$ cat config.mk
export PLATFORM = sky130hd
export DESIGN_NAME = cond_select_subtractor_pipe
export DESIGN_NICKNAME = d
export VERILOG_FILES = /design/src/rtl/cond_select_subtractor_pipe.sv
export SDC_FILE = /design/constraint.sdc
export NUM_CORES = 1
export LEC_CHECK = 0
export ABC_AREA = 1
export CAP_MARGIN = 0
export CORE_ASPECT_RATIO = 0.6
export CORE_MARGIN = 8
export CORE_UTILIZATION = 40
export DETAILED_ROUTE_END_ITERATION = 16
export PLACE_DENSITY = 0.77
export RECOVER_POWER = 25
export SYNTH_ARGS = -nofsm -noshare
export SYNTH_HDL_FRONTEND = slang
export SYNTH_SLANG_ARGS = --single-unit
export TNS_END_PERCENT = 20
$ cat constraint.sdc
create_clock -name clk -period 3.01 [get_ports clk]
set_input_delay 0.602 -clock clk [delete_from_list [all_inputs] [get_ports clk]]
set_output_delay 0.602 -clock clk [all_outputs]
set_load 0.02 [all_outputs]
$ cat src/rtl/cond_select_subtractor_pipe.sv
// Two-stage valid/ready subtractor: diff = a - b - bin, computed as a + ~b + ~bin
// with a carry-select split (low half resolved in stage 1, high half selected in stage 2).
module cond_select_subtractor_pipe #(
    parameter int WIDTH = 8
) (
    input  logic             clk,
    input  logic             rst_n,
    input  logic [WIDTH-1:0] a,
    input  logic [WIDTH-1:0] b,
    input  logic             bin,
    input  logic             in_valid,
    output logic             in_ready,
    output logic [WIDTH-1:0] diff,
    output logic             bout,
    output logic             ovf,
    output logic             out_valid,
    input  logic             out_ready
);

    localparam int HALF = WIDTH / 2;

    // Flow control
    logic in_xfer;
    logic s2_adv;
    logic s1_valid;

    // Stage 1 combinational precompute
    logic [WIDTH-1:0] y;
    logic             c0;
    logic [HALF:0]    lo_ext;
    logic [HALF:0]    hi0_ext;
    logic [HALF:0]    hi1_ext;

    // Stage 1 registers
    logic [HALF-1:0]  s1_lo_sum;
    logic             s1_lo_c;
    logic [HALF-1:0]  s1_hi_sum0;
    logic             s1_hi_c0;
    logic [HALF-1:0]  s1_hi_sum1;
    logic             s1_hi_c1;
    logic             s1_a_msb;
    logic             s1_b_msb;

    // Stage 2 combinational select
    logic [WIDTH-1:0] diff_nxt;
    logic             c_out;
    logic             ovf_nxt;

    always_comb begin
        s2_adv   = s1_valid && (!out_valid || out_ready);
        in_ready = !s1_valid || s2_adv;
        in_xfer  = in_valid && in_ready;
    end

    always_comb begin
        y       = ~b;
        c0      = ~bin;
        lo_ext  = (HALF+1)'(a[HALF-1:0]) + (HALF+1)'(y[HALF-1:0]) + (HALF+1)'(c0);
        hi0_ext = (HALF+1)'(a[WIDTH-1:HALF]) + (HALF+1)'(y[WIDTH-1:HALF]);
        hi1_ext = (HALF+1)'(a[WIDTH-1:HALF]) + (HALF+1)'(y[WIDTH-1:HALF]) + (HALF+1)'(1'b1);
    end

    always_ff @(posedge clk) begin
        if (!rst_n) begin
            s1_valid   <= 1'b0;
            s1_lo_sum  <= '0;
            s1_lo_c    <= 1'b0;
            s1_hi_sum0 <= '0;
            s1_hi_c0   <= 1'b0;
            s1_hi_sum1 <= '0;
            s1_hi_c1   <= 1'b0;
            s1_a_msb   <= 1'b0;
            s1_b_msb   <= 1'b0;
        end else begin
            if (in_xfer) begin
                s1_valid   <= 1'b1;
                s1_lo_sum  <= lo_ext[HALF-1:0];
                s1_lo_c    <= lo_ext[HALF];
                s1_hi_sum0 <= hi0_ext[HALF-1:0];
                s1_hi_c0   <= hi0_ext[HALF];
                s1_hi_sum1 <= hi1_ext[HALF-1:0];
                s1_hi_c1   <= hi1_ext[HALF];
                s1_a_msb   <= a[WIDTH-1];
                s1_b_msb   <= b[WIDTH-1];
            end else if (s2_adv) begin
                s1_valid <= 1'b0;
            end
        end
    end

    // Carry out of a + ~b + ~bin is the inverse of the borrow.
    always_comb begin
        diff_nxt = {s1_lo_c ? s1_hi_sum1 : s1_hi_sum0, s1_lo_sum};
        c_out    = s1_lo_c ? s1_hi_c1 : s1_hi_c0;
        ovf_nxt  = (s1_a_msb != s1_b_msb) && (diff_nxt[WIDTH-1] != s1_a_msb);
    end

    always_ff @(posedge clk) begin
        if (!rst_n) begin
            out_valid <= 1'b0;
            diff      <= '0;
            bout      <= 1'b0;
            ovf       <= 1'b0;
        end else begin
            if (s2_adv) begin
                out_valid <= 1'b1;
                diff      <= diff_nxt;
                bout      <= ~c_out;
                ovf       <= ovf_nxt;
            end else if (out_ready) begin
                out_valid <= 1'b0;
            end
        end
    end

endmodule

==> summary.md <==
| Metric | Value |
|---|---|
| Outcome | `completed` |
| Data required time of the worst path | `between 2 and 2.5 ns` |
| Slew at the pin closest to its max-slew limit | `between 0.8 and 0.9 ns` |
| Synth Register Bits | `29` |
| Starting utilization of the core area | `0.410` |
| Crit Reg-Reg Endpoint | `s1_hi_c1` |
| Routed via count | `approximately 1300` |
| Number of buffers created by CTS | `5` |
| Fmax | `about 0.40 GHz` |
| H-tree lvl count | `2` |
| Path class of the lowest-slack min-delay path | `reg -> reg` |
| Number of buffers between clock root and the deepest sink | `2` |
| Cell chosen for the clock root | `clkbuf_8` |
| Clk_lat worst skew | `0.28 ns` |
| CP startpoint | `out_ready` |
| Number of DRC violations after detailed routing | `0` |
| Post-CTS sizing | `0` |
| TritonRoute pass-1 iters | `4` |
| Cell Area, Placed | `0.00181 sq mm` |
| Max-slew violation count | `0` |
| Setup TNS | `0 ns` |
| DP HPWL | `2.50 mm` |
| Largest cells by area after synthesis | `dfxtp_1, a21oi_1, nor2_1` |
| # rows | `17` |
| Core region area | `~0.0036 sq mm` |
| Detailed-route wire length per cell | `approximately 12 microns` |
| Global-route wire length before repair | `5.49 mm` |
| Total Die Area | `slightly below 0.006 sq mm` |
| Net count of the mapped netlist | `around 230` |
| Setup slack on the worst flop-to-flop path | `between 1 and 1.5 ns` |
| Mean instance size in the synthesized netlist | `7.53 sq um` |
| Routed Antenna Nets | `0` |
| Filler cells | `about 360` |
| Global placer's final weighted congestion | `0.801` |
| Seq/Total Area, Yosys | `0.394` |
| Final number of setup-violating endpoints | `0` |
| Net switching fraction of the power | `0.276` |
| Die Span Y | `63.0 microns` |
| Clock network power share | `0.329` |
| Startpoint-to-endpoint class of the critical path | `in -> out` |
| Net count reported at finish | `around 260` |
| CTS tree | `built` |
| Final global-route overflow total | `0` |
| Post-route cell area | `between 0.0015 and 0.002 sq mm` |
| Count of cell types in the netlist | `24` |
| Via count of the first global-routing pass | `1282` |
| Number of I/O pins | `33` |
| Global-route total usage across every layer | `0.115` |
| Number of antenna violations at the first check in global routing | `0` |
| Clk_skew | `0.00183 ns` |
| RSZ-0062 raised after global routing | `no` |
| Count of buffers from port buffering | `32` |
| Post-layout min period | `~2.5 ns` |
| Critical R2R Launch | `out_valid` |
| Crit path to | `in_ready` |
| Switch Pwr | `roughly 0.00026 W` |
| Maximum number of pins on one net before global-route repair | `22` |
| Top cell type by total area after synthesis | `dfxtp_1` |
| Maximum ir drop on the vdd rail | `about 0.00021 V` |
| Number of clock sinks | `29` |
| Gate count of the mapped netlist | `about 200` |
| Vias per cell | `around 5` |
| Kind of capture point of the worst setup path | `output port` |
| Internal Dissipation | `approximately 0.00069 W` |
| Fraction of layout cells with a size suffix above 1 | `0.0478` |
| Setup Fix Bufs, Post-CTS | `0` |
| Leak Pwr | `approximately 0.84 nW` |
| Antenna diode count | `0` |
| Number of max-cap violations | `0` |
| Fraction of post-synthesis cell area in the top cell type by area | `0.394` |
| Maximum net fanout on the critical path | `4` |
| Synthesized cell area | `between 0.001 and 0.0015 sq mm` |
| Relative area change from synthesis to final layout | `27.6%` |
| Die W | `~94 microns` |
| Smallest hold slack | `0.465 ns` |
| Initial drt markers | `between 70 and 80` |
| Detailed-route wire length | `3.22 mm` |
| Sequential group share of total power | `0.454` |
| Post-cts hold buffer count | `0` |
| Warnings from Yosys | `0` |
| Final Hold Fails | `0` |
| Worst-case reg-to-reg path depth | `6` |
| Areal power density over the cells | `between 500 and 600 mW/mm^2` |
| Clock-pin slew on the worst setup and hold paths | `0.06 ns` |
| Crit path DAT | `approximately 1.9 ns` |
| Post-route fraction of the period consumed by the critical path | `0.822` |
| Gate power share | `0.217` |
| Remaining max-slew budget at the tightest pin | `0.466` |
| Worst setup SP type | `primary input` |
cell usage after synthesis:
library cell and count:
a211oi_1 1, a21oi_1 27, a31oi_1 1, buf_4 1, buf_6 3, clkbuf_1 1, clkbuf_2 1, clkinv_1 1
dfxtp_1 29, fa_1 3, ha_1 8, inv_1 28, inv_2 1, inv_4 1, nand2_1 20, nand2_2 1
nand2_4 1, nand3_1 11, nand3_2 2, nor2_1 30, o211ai_2 1, o21ai_0 19, o21ai_1 4, xnor2_1 1
power by group through the flow:
stage	logic (W)	registers (W)	clock network [W]
detailed placement	0.000209	0.000441	0
CTS	0.000210	0.000433	0.000319
floorplan	0.000126	0.000448	0
global placement	0.000204	0.000440	0
finish	0.000207	0.000432	0.000314
global route	0.000232	0.000436	0.000340
cell families after synthesis:
family | share of synthesized area
DFF | 0.394
buffers and inverters | 0.114
xor gates and xnor gates | 0.00594
adders and majority gates | 0.109
AOI/OAI and AO/OA | 0.187
and+or+nand+nor | 0.190
state kept, by name (all words and copies together), names as in the netlist, 4 cells and up:
register and count:
s1_lo_sum 4, s1_hi_sum0 4, diff 8, s1_hi_sum1 4
worst min-delay path by stage:
stage | start | endpoint | slack (ns) | cells past startpoint
floorplan | s1_lo_sum[3] | diff[3] | 0.43 | 2
global placement | s1_hi_sum0[2] | s1_hi_sum0[2] | 0.44 | 2
detailed placement | s1_hi_sum1[0] | s1_hi_sum1[0] | 0.46 | 2
CTS | s1_hi_sum1[0] | s1_hi_sum1[0] | 0.47 | 2
global route | s1_hi_sum0[1] | s1_hi_sum0[1] | 0.48 | 2
finish | s1_hi_sum1[0] | s1_hi_sum1[0] | 0.46 | 2
cell usage in the layout, fill, tap and decap left out:
cell,n
clkbuf_8,6
nor2_1,30
a31oi_1,1
inv_4,1
clkinv_1,1
nand3_2,1
inv_1,28
nand2_1,21
dfxtp_1,29
a21oi_1,27
o211ai_2,1
clkdlybuf4s50_1,31
ha_1,8
o21ai_0,20
o21ai_1,3
a211oi_1,1
fa_1,3
nand2_2,1
dlygate4sd3_1,1
clkbuf_1,2
inv_2,1
xnor2_1,1
nand3_1,12
worst max-delay path: stages:
cell             delay, ns
clkdlybuf4s50_1       0.46
inv_1                 0.05
nand3_1               0.13
clkdlybuf4s50_1       0.63
cell type report:
cell class | count | area (sq um) | share of cell area
Clock buffer | 7 | 86.3 | 0.0459
Inverter | 31 | 119 | 0.0632
Multi-Input combinational cell | 130 | 713 | 0.379
Sequential cell | 29 | 581 | 0.309
Tap cell | 47 | 58.8 | 0.0313
Timing Repair Buffer | 33 | 324 | 0.172
layer usage:
| metal | wire (microns) | GRT usage | up-vias | share of wire |
|---|---|---|---|---|
| li1 | - | - | 706 | - |
| met1 | 1610 | 0.140 | 597 | 0.50 |
| met2 | 1330 | 0.172 | 37 | 0.41 |
| met3 | 222 | 0.0468 | 6 | 0.069 |
| met4 | 51 | 0.0530 | 0 | 0.016 |
| met5 | 0 | 0 | - | 0 |
stage by stage:
| stage | total power (W) | utilization | instances | setup WS, ns |
|---|---|---|---|---|
| floorplan | 0.000574 | - | 196 | 1.08 |
| global placement | 0.000644 | 0.504 | 270 | 0.563 |
| detailed placement | 0.000650 | 0.504 | 270 | 0.473 |
| CTS | 0.000961 | 0.528 | 277 | 0.554 |
| global route | 0.00101 | 0.523 | 277 | 0.434 |
| finish | 0.000953 | 0.523 | 277 | 0.535 |
Power figures use the tool's default switching activity.
